[config.mk]
export PLATFORM = sky130hd
export DESIGN_NAME = icache
export DESIGN_NICKNAME = d
export VERILOG_FILES = /design/src/rtl/icache_pkg.sv /design/src/rtl/icache_fill_ctrl.sv /design/src/rtl/icache.sv
export SDC_FILE = /design/constraint.sdc
export NUM_CORES = 1
export LEC_CHECK = 0
export CORE_UTILIZATION = 30
export DETAILED_ROUTE_END_ITERATION = 10
export GPL_ROUTABILITY_DRIVEN = 0
export GPL_TIMING_DRIVEN = 1
export PLACE_DENSITY = 0.45
export SYNTH_ARGS = -nofsm -noshare
export SYNTH_HDL_FRONTEND = slang
export SYNTH_HIERARCHICAL = 1
export SYNTH_SLANG_ARGS = --single-unit
export TNS_END_PERCENT = 50
[constraint.sdc]
create_clock -name CLK -period 8 [get_ports CLK]
set_input_delay 0.8 -clock CLK [delete_from_list [all_inputs] [get_ports CLK]]
set_output_delay 0.8 -clock CLK [all_outputs]
set_load 0.01 [all_outputs]
[src/rtl/icache_pkg.sv]
// icache_pkg: shared types and default geometry for the instruction cache.
package icache_pkg;

    localparam int SETS_DEF        = 8;
    localparam int BLOCK_WORDS_DEF = 2;
    localparam int IB_DEF          = $clog2(SETS_DEF);
    localparam int WB_DEF          = $clog2(BLOCK_WORDS_DEF);
    localparam int TB_DEF          = 30 - IB_DEF - WB_DEF;

    typedef enum logic {IDLE, FILL} icache_state_t;

    typedef struct packed {
        logic [TB_DEF-1:0] tag;
        logic [IB_DEF-1:0] idx;
        logic [WB_DEF-1:0] woff;
        logic [1:0]        bytoff;
    } icachef_t;

endpackage

[src/rtl/icache_fill_ctrl.sv]
// icache_fill_ctrl: miss fill FSM; walks a line word by word and strobes writes.
module icache_fill_ctrl
    import icache_pkg::*;
#(
    parameter int SETS        = SETS_DEF,
    parameter int BLOCK_WORDS = BLOCK_WORDS_DEF,
    localparam int IB = $clog2(SETS),
    localparam int WB = $clog2(BLOCK_WORDS),
    localparam int WW = (WB > 0) ? WB : 1,
    localparam int TW = 30 - IB - WB
) (
    input  logic          CLK,
    input  logic          nRST,
    input  logic          start,
    input  logic [TW-1:0] start_tag,
    input  logic [IB-1:0] start_idx,
    input  logic          iwait,
    output logic          busy,
    output logic          iREN,
    output logic [31:0]   iaddr,
    output logic          wr_en,
    output logic [IB-1:0] wr_idx,
    output logic [WW-1:0] wr_woff,
    output logic          line_done,
    output logic [TW-1:0] fill_tag
);

    icache_state_t state_q, state_d;
    logic [WW-1:0] cnt_q, cnt_d;
    logic [TW-1:0] tag_q, tag_d;
    logic [IB-1:0] idx_q, idx_d;
    logic          acc, last;

    always_ff @(posedge CLK, negedge nRST) begin
        if (!nRST) begin
            state_q <= IDLE;
            cnt_q   <= '0;
            tag_q   <= '0;
            idx_q   <= '0;
        end else begin
            state_q <= state_d;
            cnt_q   <= cnt_d;
            tag_q   <= tag_d;
            idx_q   <= idx_d;
        end
    end

    always_comb begin
        busy      = state_q == FILL;
        acc       = busy && !iwait;
        last      = cnt_q == WW'(BLOCK_WORDS - 1);
        state_d   = !busy ? (start ? FILL : IDLE) : ((acc && last) ? IDLE : FILL);
        cnt_d     = !busy ? '0 : (acc ? (last ? '0 : cnt_q + WW'(1)) : cnt_q);
        tag_d     = (!busy && start) ? start_tag : tag_q;
        idx_d     = (!busy && start) ? start_idx : idx_q;
        iREN      = busy;
        iaddr     = busy ? ((32'(tag_q) << (IB + WB + 2)) | (32'(idx_q) << (WB + 2)) | (32'(cnt_q) << 2)) : '0;
        wr_en     = acc;
        wr_idx    = idx_q;
        wr_woff   = cnt_q;
        line_done = acc && last;
        fill_tag  = tag_q;
    end

endmodule

[src/rtl/icache.sv]
// icache: direct-mapped read-only instruction cache with combinational hit path.
module icache
    import icache_pkg::*;
#(
    parameter int SETS        = SETS_DEF,
    parameter int BLOCK_WORDS = BLOCK_WORDS_DEF
) (
    input  logic        CLK,
    input  logic        nRST,
    input  logic        imemREN,
    input  logic [31:0] imemaddr,
    output logic        ihit,
    output logic [31:0] imemload,
    output logic        iREN,
    output logic [31:0] iaddr,
    input  logic        iwait,
    input  logic [31:0] iload,
    output logic [31:0] hit_count,
    output logic [31:0] miss_count
);

    localparam int IB = $clog2(SETS);
    localparam int WB = $clog2(BLOCK_WORDS);
    localparam int WW = (WB > 0) ? WB : 1;
    localparam int TW = 30 - IB - WB;

    logic [SETS-1:0] valid_q, valid_d;
    logic [TW-1:0]   tag_q  [SETS];
    logic [TW-1:0]   tag_d  [SETS];
    logic [31:0]     data_q [SETS][BLOCK_WORDS];
    logic [31:0]     data_d [SETS][BLOCK_WORDS];
    logic [31:0]     hit_count_q, hit_count_d, miss_count_q, miss_count_d;
    logic [TW-1:0]   req_tag, fill_tag;
    logic [IB-1:0]   req_idx, wr_idx;
    logic [WW-1:0]   req_woff, wr_woff;
    logic            busy, miss, wr_en, line_done, unused_bytoff;

    icache_fill_ctrl #(.SETS(SETS), .BLOCK_WORDS(BLOCK_WORDS)) u_fill (
        .CLK       (CLK),
        .nRST      (nRST),
        .start     (miss),
        .start_tag (req_tag),
        .start_idx (req_idx),
        .iwait     (iwait),
        .busy      (busy),
        .iREN      (iREN),
        .iaddr     (iaddr),
        .wr_en     (wr_en),
        .wr_idx    (wr_idx),
        .wr_woff   (wr_woff),
        .line_done (line_done),
        .fill_tag  (fill_tag)
    );

    always_comb begin
        unused_bytoff = ^imemaddr[1:0];
        req_tag       = imemaddr[31 -: TW];
        req_idx       = imemaddr[WB + 2 +: IB];
        req_woff      = (WB == 0) ? '0 : imemaddr[2 +: WW];
        ihit          = imemREN && !busy && valid_q[req_idx] && tag_q[req_idx] == req_tag;
        imemload      = ihit ? data_q[req_idx][req_woff] : '0;
        miss          = imemREN && !busy && !ihit;
        hit_count_d   = (ihit && hit_count_q != '1) ? hit_count_q + 32'd1 : hit_count_q;
        miss_count_d  = (miss && miss_count_q != '1) ? miss_count_q + 32'd1 : miss_count_q;
    end

    // A line being refilled is invalidated at the miss so a partial line never hits.
    always_comb begin
        valid_d = valid_q;
        tag_d   = tag_q;
        data_d  = data_q;
        if (miss)
            valid_d[req_idx] = 1'b0;
        if (line_done) begin
            valid_d[wr_idx] = 1'b1;
            tag_d[wr_idx]   = fill_tag;
        end
        if (wr_en)
            data_d[wr_idx][wr_woff] = iload;
    end

    always_ff @(posedge CLK, negedge nRST) begin
        if (!nRST) begin
            valid_q      <= '0;
            tag_q        <= '{default: '0};
            hit_count_q  <= '0;
            miss_count_q <= '0;
        end else begin
            valid_q      <= valid_d;
            tag_q        <= tag_d;
            hit_count_q  <= hit_count_d;
            miss_count_q <= miss_count_d;
        end
    end

    always_ff @(posedge CLK)
        data_q <= data_d;

    assign hit_count  = hit_count_q;
    assign miss_count = miss_count_q;

endmodule

---- Word level (Yosys, flattened, before mapping) ----
Index checks and enable logic that the tools add are counted.
word-level totals
  register bits ........................... 823
  input bits .............................. 68
  output and inout port bits .............. 130
  word-level logic and storage cells ...... 106
operators by class
  add/subtract/negate cells ............... 3
  order comparisons ....................... 10
  equal/unequal tests ..................... 4
  mux-type cells .......................... 33
  bitwise operators ....................... 9
  reductions and logical operators ........ 16
operator list
  kind                                                       count
  bitwise mux 512 bit                                        1
  bitwise mux 208 bit                                        1
  binary-select mux 64 bit (select 3 bit)                    1
  demux 64 bit (select 3 bit)                                1
  2-to-1 mux 32 bit                                          6
  2-to-1 mux 64 bit                                          3
  binary-select mux 26 bit (select 3 bit)                    1
  demux 26 bit (select 3 bit)                                1
  2-to-1 mux 26 bit                                          3
  adder 32 x 1 -> 32 bit (second input constant)             2
  != test 32 bit (second input constant)                     2
  demux 32 bit (select 1 bit)                                1
  bitwise OR 32 x 3 -> 32 bit                                1
  bitwise OR 32 x 6 -> 32 bit                                1
  equality test 26 bit                                       1
  2-to-1 mux 8 bit                                           2
  logical AND 1 bit                                          13
  2-to-1 mux 1 bit                                           9
  bitwise AND 8 bit                                          1
  greater-or-equal comparator 4 bit (second input constant)  2
  < comparator 3 x 4 -> 1 bit (second input constant)        2
  NOT 3 -> 4 bit                                             2
  NOT 8 bit                                                  1
  bitwise OR 8 bit                                           1
  10 further kinds                                           16

---- Logic depth before layout (Yosys ltp) ----
Gate-level depths: netlist of run 1.
  depth in word-level cells ............... 11
  mapped depth ............................ 18
  depth with buffers taken out ............ 9

---- By module ----
The synthesis of run 1 kept the hierarchy.
by module, submodules not included
  module            instances  cells an instance  area an instance (µm²)  seq. area each (µm²)
  icache            1          2175               32915.3                 22381.5
  icache_fill_ctrl  1          107                1438.9                  775.7

---- Least setup slack after synthesis of run 1 ----
OpenSTA, ideal clock, no wires.
  path kind ............................... input -> output
  from .................................... input imemaddr[5]
  to ...................................... output imemload[17]
  arrival time ............................ 3.790 ns
  required time ........................... 7.200 ns
  path slack .............................. 3.410 ns
  cell stages on the path ................. 14
  path buffers ............................ 8
  path through ............................ buf_4 > buf_4 > buf_4 > buf_4 > buf_4 > buf_4 > a211oi_1 > o31a_1 > or4_1 > nor4_1 > nand4_1 > clkbuf_1 > clkbuf_1 > a211oi_1
on the way
  word-level cells in the longest chain between the ends .. 8
  elaborated cells on any way between the ends .. 16
  those cells by class .................... eq/ne (1); mux (12); bitwise (1); reduce/logical (2)
RTL lines
  element                                                                                          RTL line      text
  start: declaration                                                                               icache.sv:11  input logic [31:0] imemaddr,
  parallel branches: the longest is 7 deep, another holds binary-select mux 26 bit (select 3 bit)  n/a
  2-to-1 mux 32 bit *                                                                              icache.sv:61  imemload = ihit ? data_q[req_idx][req_woff] : '0;
  end: declaration                                                                                 icache.sv:13  output logic [31:0] imemload,
Mark *: on every way between the ends. The select of a mux whose other input is x is not followed.

---- Worst setup path in the final report of run 1 ----
  from .................................... input imemaddr[4]
  to ...................................... output imemload[12]
The elaborated chain is that of the path after synthesis.

==> impl_metrics.json, run 1 <==
{
  "fin_worst_skew_ns": 0.0710,
  "dpl_cell_area_um2": 38100,
  "core_um2": 113000,
  "power_density_nw_per_um2": 296,
  "grt_pass1_vias": 21600,
  "avgSynthCellArea_um2": 15.1,
  "grt_usage_pct": 18.0,
  "critPathLaunch": "imemaddr[4]",
  "cts_buffers": 96,
  "die_w_um": 340,
  "syn_area_um2": 34400,
  "clock_latency_ns": 0.71,
  "grt-ovfl-total": 0,
  "final_cell_area_um2": 41400,
  "synth_cell_types": 68,
  "r2r_start": "tag_q[77]$_DFFE_PN0P_",
  "drtAntennaViolNets": 0,
  "startpoint_type": "input port",
  "synth_top_area_cell": "edfxtp_1",
  "clock_path_buffers": 3,
  "synthArstFlopShare_pct": 37.8,
  "ctsRootBufferMaster": "clkbuf_16",
  "cp.required_ns": 7.20,
  "post-dp-hpwl_mm": 60.8,
  "grt_max_degree": 94,
  "cp_cell_sequence": "buf_6 -> buf_4 -> nand2b_1 -> a211oi_1 -> nor4_1 -> or4_1 -> nor4_1 -> nand4_1 -> buf_4 -> a21oi_1 -> clkdlybuf4s50_1",
  "hold_viol": 0,
  "setup-tns-final_ns": 0,
  "max-slew-margin-rel_pct": 25.2,
  "crit_type": "input port to output pin",
  "max-cap-violations": 0,
  "layoutNonFillerInstCount": 4076,
  "drt-total-wl_mm": 105,
  "postCtsSetupBuffers": 0,
  "yosys-top-cells-area": "edfxtp_1 (45%), dfrtp_1 (23%), mux2_2 (10%), mux2i_1 (2.6%), mux4_2 (2.2%)",
  "crit_arrival_ns": 5.38,
  "drive_above_1_share_pct": 23.4,
  "drv_slew": 0,
  "port-buffer-count": 193,
  "yosysSeqAreaShare_pct": 67.4,
  "num_vias": 21000,
  "die_area_um2": 116000,
  "p_leak_nw": 15.3,
  "row_count": 123,
  "placed_cells": 3895,
  "fmax_ghz": 0.162,
  "via_per_inst": 5.14,
  "final.fill_count": 10800,
  "grt_pass1_wl_mm": 153,
  "min_period_over_period_pct": 77.2,
  "rsz0062_at_grt": "no",
  "vdd_drop_max_mv": 0.185,
  "clk_pin_slew_ns": 0.06,
  "cp-end-kind": "output pin",
  "worst_hold_slack_ns": 0.125,
  "synth_top_area_share_pct": 44.8,
  "worstMarginPinSlew_ns": 1.12,
  "setup_viol": 0,
  "drc": 0,
  "area_growth_pct": 20.5,
  "antenna_found_initial": 5,
  "clock_sinks": 823,
  "synthCells": 2282,
  "ys.flop_type": "edfxtp_1",
  "yosysWarningCount": 6,
  "h-tree-depth": 3,
  "post-route-min-period_ns": 6.18,
  "synth.ff_latch_count": 823,
  "cts_tree": "yes",
  "synth_edf_count": 512,
  "die_h_um": 340,
  "final_cell_mix": "edfxtp_1 (512), dfrtp_1 (311), mux2_2 (304), clkdlybuf4s50_1 (188), o22ai_1 (113)",
  "wl_per_cell_um": 25.8,
  "initial_core_util_pct": 30.4,
  "max_stage_delay_ns": 0.63,
  "final_common_cell": "edfxtp_1",
  "fin_nets": 2563,
  "cp_max_fo": 38,
  "cp_slowest_cell": "clkdlybuf4s50_1",
  "cts_hold_buf": 0,
  "num_io_pins": 198,
  "drtIter0Drc": 1342,
  "cts-resized-gates": 0,
  "dr.pass1.iters": 6,
  "hp-class": "input port to async pin",
  "status": "finished clean"
}
-- metrics by stage --
stage | total power, mW | worst slack, ns | util (%)
after CTS | 12.4 | 1.77 | 36.6
after floorplan | 6.91 | 3.41 | -
after global placement | 7.81 | 1.79 | 33.8
after global routing | 12.8 | 1.62 | 36.6
after detailed placement | 7.91 | 1.81 | 33.8
final | 12.2 | 1.82 | 36.6
-- logic make-up (layout without fill, tap and decap cells) --
logic type / Yosys count / in the layout / share of synthesized area [%]
compound gates: 356 / 356 / 6.66
mux: 436 / 436 / 15.2
buf+inv: 145 / 436 / 1.89
other cells: 1 / 4 / 0.0109
fa+ha+maj: 2 / 2 / 0.0728
flops: 823 / 823 / 67.4
xor+xnor: 69 / 69 / 1.76
simple gates: 450 / 450 / 7.04
-- area by class of cell --
cell class	instances	area (um2)	area share, %
timing repair buffer	252	2380	5.75
inverter	5	18.8	0.0453
clock inverter	52	584	1.41
antenna	2	5.00	0.0121
sequential	823	23200	56.0
multi-input combinational	1315	10700	25.9
tap	1500	1880	4.53
clock buffer	127	2650	6.40
-- state kept, by name, indices dropped and copies added (netlist names) --
register	count
u_fill/wr_woff	1
data_q	512
hit_count	32
miss_count	32
u_fill/fill_tag	26
u_fill/wr_idx	3
tag_q	208
valid_q	8
u_fill/busy	1
-- worst max-delay path: cells and delay by family --
family	cells	cell delay [ns]
AO/OA/AOI/OAI	2	0.96
buffers and inverters	4	1.87
AND/OR/NAND/NOR	5	1.66
-- power breakdown --
group	internal [mW]	switching [mW]
registers	5.24	0.459
clock network	2.61	1.84
logic	1.03	1.07
-- path summary, 6_finish.rpt --
kind	cells after the start	endpoint	slack, ns
min in group CLK	1	miss_count[16]$_DFFE_PN0P_	0.49
max	11	imemload[12]	1.82
max reg2reg	9	hit_count[30]$_DFFE_PN0P_	3.59
min	1	u_fill/fill_tag[0]$_DFFE_PN0P_	0.13
min reg2reg	1	miss_count[16]$_DFFE_PN0P_	0.49
max in group asynchronous	2	tag_q[175]$_DFFE_PN0P_	6.21
-- routing by layer --
metal | track usage (%) | wire length, um
met3 | 3.22 | 5060
met5 | 0 | 50
met4 | 5.64 | 2740
met1 | 24.3 | 47100
met2 | 29.4 | 50300
-- synth_stat cells (20+ instances only) --
cell / instances
a211oi_1: 20
nand2_1: 74
and3_1: 21
nor4_1: 26
nor3_1: 35
xnor2_1: 37
mux2_2: 304
xor2_1: 32
mux4_2: 33
and2_1: 35
a21oi_1: 71
o221ai_1: 24
edfxtp_1: 512
o22ai_1: 113
nand4_1: 25
nor2b_1: 22
nor2_1: 102
nand3_1: 30
clkbuf_1: 95
mux2i_1: 89
o21ai_0: 57
dfrtp_1: 311
Note: power is estimated with default switching activity, not from simulation.
==> run 2, diff against run 1 <==
clock period = 6 ns   (was 8 ns; I/O delays follow)
==> run 2 against run 1 <==
Net effect: register-to-register slack worse by 1.7 ns; largest cell class unchanged; wire length is 0.89% higher; clock-buffer cell count decreased by 11; sequential power is 33% higher; total power rose by 31%.
==> impl_metrics.json, run 2 (synthesis gave the netlist of run 1 again) <==
{
  "status": "finished clean",
  "crit_arrival_ns": 4.57,
  "drtAntennaViolNets": 0,
  "grt_max_degree": 164,
  "max-cap-violations": 0,
  "antenna_found_initial": 11,
  "largest_register": "data_q",
  "worstHoldPathCells": 1,
  "p_comb_share_pct": 17.5,
  "grt_pass1_wl_mm": 155,
  "fmax_ghz": 0.193,
  "rsz0062_at_grt": "no",
  "p_leak_nw": 15.2,
  "die_w_um": 340,
  "grt_pass1_vias": 21900,
  "r2r_cells": 11,
  "crit_type": "input port to output pin",
  "top_regs": "data_q (512), tag_q (208)",
  "clk_pin_slew_ns": 0.05,
  "h-tree-depth": 3,
  "clock_path_buffers": 3,
  "row_count": 123,
  "grt-ovfl-total": 0,
  "largest_reg_flops": 512,
  "die_h_um": 340,
  "cts_buffers": 95,
  "cp-end-kind": "output pin",
  "drv_slew": 0,
  "hold_viol": 0,
  "startpoint_type": "input port",
  "area_growth_pct": 20.2,
  "setup-tns-final_ns": 0,
  "post-dp-hpwl_mm": 62.6,
  "final_cell_area_um2": 41300,
  "via_per_inst": 5.15,
  "final_cell_mix": "edfxtp_1 (512), dfrtp_1 (311), mux2_2 (304), clkdlybuf4s50_1 (188), o22ai_1 (113)",
  "p_int_mw": 11.6,
  "min_period_over_period_pct": 86.2,
  "power_density_nw_per_um2": 388,
  "fin_nets": 2576,
  "drc": 0,
  "fin_worst_skew_ns": 0.0479,
  "max-slew-margin-rel_pct": 26.1,
  "seqPwrFrac_pct": 47.5,
  "ctsRootBufferMaster": "clkbuf_16",
  "port-buffer-count": 193,
  "worstMarginPinSlew_ns": 1.11,
  "setup_viol": 0,
  "dr.pass1.iters": 5,
  "p_sw_mw": 4.43,
  "swShare_pct": 27.6,
  "cts_tree": "yes",
  "vdd_drop_max_mv": 0.219,
  "grt_usage_pct": 18.2,
  "final_common_cell": "edfxtp_1",
  "dpl_cell_area_um2": 38300,
  "drt-total-wl_mm": 106,
  "num_io_pins": 198,
  "drtIter0Drc": 1439,
  "cp.required_ns": 5.40,
  "hp-class": "register to register",
  "clock_sinks": 823,
  "pwr-share-clk_pct": 35.0,
  "drive_above_1_share_pct": 23.2,
  "num_vias": 21000,
  "clock_latency_ns": 0.69,
  "cp_max_fo": 38,
  "wl_per_cell_um": 26.1,
  "post-route-min-period_ns": 5.17,
  "cts-resized-gates": 0,
  "core_um2": 113000,
  "initial_core_util_pct": 30.4,
  "die_area_um2": 116000
}
[run 2: cell types whose count changed in the layout (fill, tap and decap cells not counted), sizes merged]
cell         change
buf             +13
clkinv           -1
clkinvlp         +2
dlygate4sd3      +1
diode            +1
bufinv           -2
inv              -2
clkbuf          -11
[run 2: final cells by class]
| class | instances | area [um2] |
|---|---|---|
| fill | 10800 | 71700 |
| sequential | 823 | 23200 |
| multi-input combinational | 1315 | 10700 |
| timing repair buffer | 266 | 2520 |
| clock buffer | 116 | 2510 |
| tap | 1500 | 1880 |
| clock inverter | 49 | 478 |
| inverter | 5 | 18.8 |
| antenna | 3 | 7.51 |
[run 2: timing repair]
item / CTS / global route
hold buffers: 1 / 0
endpoints found under the hold margin: 80 / 0
setup buffers: 0 / 0
[run 2: worst max-delay path, cell delays in order]
cell and delay (ns):
buf_4 0.45, nand2b_1 0.55, a211oi_1 0.14, o31a_1 0.36, or4_1 0.55, nor4_1 0.30
nand4_1 0.23, buf_12 0.27, a211oi_1 0.31, clkdlybuf4s50_1 0.74
[run 2: worst paths after layout]
check                                         start                           end  slack, ns
max                                     imemaddr[3]                   imemload[9]       0.83
min                        hit_count[8]$_DFFE_PN0P_      hit_count[8]$_DFFE_PN0P_       0.49
max reg2reg                   tag_q[43]$_DFFE_PN0P_  u_fill/wr_idx[0]$_DFFE_PN0P_       1.90
min reg2reg                hit_count[8]$_DFFE_PN0P_      hit_count[8]$_DFFE_PN0P_       0.49
max in group asynchronous                      nRST         tag_q[18]$_DFFE_PN0P_       4.08
min in group asynchronous                      nRST     miss_count[7]$_DFFE_PN0P_       0.53
[run 2: power by group through the flow]
stage / sequential, mW / clock [mW] / combinational (mW)
floorplan: 7.50 / 0 / 1.72
global placement: 7.64 / 0 / 2.79
detailed placement: 7.71 / 0 / 2.84
CTS: 7.60 / 5.74 / 2.85
global route: 7.74 / 5.94 / 3.01
finish: 7.60 / 5.61 / 2.80
[run 2: metal layers]
| layer | GRT usage, % | vias up | share of wire, % |
|---|---|---|---|
| li1 | - | 9239 | - |
| met1 | 25.0 | 11100 | 45 |
| met2 | 29.5 | 532 | 48 |
| met3 | 3.16 | 130 | 4.6 |
| met4 | 5.23 | 10 | 2.3 |
| met5 | 0 | - | 0.062 |
[run 2: stage by stage]
step | hold slack, ns | setup slack, ns | util, % | total power, mW | cells
floorplan | 0.304 | 1.81 | - | 9.21 | 2283
global placement | 0.479 | 0.814 | 33.9 | 10.4 | 3908
detailed placement | 0.479 | 0.835 | 33.9 | 10.6 | 3908
CTS | 0.487 | 0.823 | 36.5 | 16.2 | 4074
global route | 0.509 | 0.606 | 36.5 | 16.7 | 4076
finish | 0.487 | 0.827 | 36.5 | 16.0 | 4077
==> run 3, diff against run 2 <==
CORE_MARGIN = 4   (was not set)
==> run 3 against run 2 <==
Net effect: wire length increased by 1.4%; largest cell class unchanged; highest routed layer unchanged; via count increased by 0.40%; combinational power about the same; maximum frequency decreased by 2.3%; core utilization increased by 0.069 points; clock skew increased by 0.0048 ns; sequential power about the same; worst setup slack got worse by 0.12 ns; total power increased by 1.1%; critical endpoint is now imemload[18].
==> impl_metrics.json, run 3 (synthesis gave the netlist of run 1 again) <==
{
  "fin_worst_skew_ns": 0.0527,
  "p_sw_mw": 4.46,
  "grt_usage_pct": 17.5,
  "post-route-min-period_ns": 5.29,
  "final_common_cell": "edfxtp_1",
  "worstMarginPinSlew_ns": 1.16,
  "drv_slew": 0,
  "antenna_found_initial": 11,
  "cts-resized-gates": 0,
  "area_growth_pct": 20.6,
  "row_count": 123,
  "fin_nets": 2575,
  "cts_hold_buf": 0,
  "clk_pin_slew_ns": 0.06,
  "worst_hold_slack_ns": 0.0221,
  "core_um2": 113000,
  "status": "finished clean",
  "largest_register": "data_q",
  "clock_sinks": 823,
  "grt_max_degree": 134,
  "cp.required_ns": 5.40,
  "cts_buffers": 94,
  "power_density_nw_per_um2": 391,
  "cp-end-kind": "output pin",
  "cts_tree": "yes",
  "die_h_um": 346,
  "drc": 0,
  "clock_latency_ns": 0.69,
  "num_vias": 21100,
  "clock_path_buffers": 3,
  "ctsRootBufferMaster": "clkbuf_16",
  "r2r_slack_ns": 1.80,
  "min_period_over_period_pct": 88.2,
  "drt-total-wl_mm": 108,
  "rsz0062_at_grt": "no",
  "crit_type": "input port to output pin",
  "h-tree-depth": 3,
  "largest_reg_flops": 512,
  "grt-ovfl-total": 0,
  "vdd_drop_max_mv": 0.247,
  "die_w_um": 346,
  "setup-tns-final_ns": 0,
  "fmax_ghz": 0.189,
  "pwr-share-clk_pct": 35.7,
  "met1_usage_pct": 24.1,
  "drive_above_1_share_pct": 23.9,
  "use_met3_pct": 2.85,
  "setup_viol": 0,
  "p_int_mw": 11.7,
  "seqPwrFrac_pct": 46.9,
  "drtIter0Drc": 1437,
  "wl_per_cell_um": 26.4,
  "die_area_um2": 120000,
  "swShare_pct": 27.5,
  "max-cap-violations": 0,
  "post-dp-hpwl_mm": 63.6,
  "use_met2_pct": 29.1,
  "hp-class": "input port to async pin",
  "final_cell_mix": "edfxtp_1 (512), dfrtp_1 (311), mux2_2 (304), clkdlybuf4s50_1 (188), o22ai_1 (113)",
  "drtAntennaViolNets": 0,
  "startpoint_type": "input port",
  "hold_viol": 0,
  "dr.pass1.iters": 5,
  "grt_pass1_vias": 21900,
  "cp_max_fo": 38,
  "busiest_layer": "met2",
  "top_regs": "data_q (512), tag_q (208)",
  "crit_arrival_ns": 4.69,
  "num_io_pins": 198,
  "postCtsSetupBuffers": 0,
  "p_leak_nw": 15.3,
  "via_per_inst": 5.17,
  "initial_core_util_pct": 30.4,
  "grt_pass1_wl_mm": 157,
  "port-buffer-count": 193,
  "p_comb_share_pct": 17.4,
  "max-slew-margin-rel_pct": 22.8
}
run 3: area by class of cell:
| type | instances | area [um2] |
|---|---|---|
| Antenna cell | 2 | 5.00 |
| Clock buffer | 119 | 2590 |
| Clock inverter | 52 | 524 |
| Fill cell | 10700 | 71700 |
| Inverter | 5 | 18.8 |
| Multi-Input combinational cell | 1315 | 10700 |
| Sequential cell | 823 | 23200 |
| Tap cell | 1500 | 1880 |
| Timing Repair Buffer | 266 | 2530 |
run 3: path summary, 6_finish.rpt:
path / from / endpoint / cells after the start
worst max-delay path: imemaddr[4] / imemload[18] / 11
max in group asynchronous: nRST / u_fill/fill_tag[15]$_DFFE_PN0P_ / 2
worst max register to register: tag_q[77]$_DFFE_PN0P_ / hit_count[12]$_DFFE_PN0P_ / 9
worst min register to register: miss_count[9]$_DFFE_PN0P_ / miss_count[9]$_DFFE_PN0P_ / 1
worst min-delay path: nRST / miss_count[3]$_DFFE_PN0P_ / 1
min in group CLK: miss_count[9]$_DFFE_PN0P_ / miss_count[9]$_DFFE_PN0P_ / 1
run 3: metrics by stage:
stage                     instance area (um2)  setup slack (ns)  instances  util (%)  power, mW
after floorplan                         34400              1.81       2283         -       9.21
after detailed placement                38300             0.646       3909      33.9       10.6
final                                   41400             0.707       4082      36.6       16.2
after CTS                               41400             0.652       4080      36.6       16.4
after global placement                  38300             0.636       3909      33.9       10.4
after global routing                    41400             0.519       4080      36.6       16.9
run 3: power groups by stage:
stage | Combinational, mW | Clock [mW] | Sequential [mW]
global route | 3.04 | 6.14 | 7.72
floorplan | 1.72 | 0 | 7.50
detailed placement | 2.87 | 0 | 7.71
CTS | 2.88 | 5.94 | 7.59
global placement | 2.81 | 0 | 7.64
finish | 2.82 | 5.77 | 7.60
run 3: critical path, stage by stage:
cell and delay, ns:
buf_6 0.36, buf_4 0.34, mux2i_1 0.11, mux4_2 0.49, and3_1 0.18, or4_1 0.62, nor4b_1 0.28, nand4_1 0.22
buf_12 0.27, a21oi_1 0.48, clkdlybuf4s50_1 0.65
run 3: metal layers:
layer	vias to the layer above	part of all wire, %	wire length (um)
met2	550	48	51400
met4	8	2.1	2270
met1	11200	45	48900
li1	9241	-	-
met5	-	0.045	48
met3	146	4.8	5140
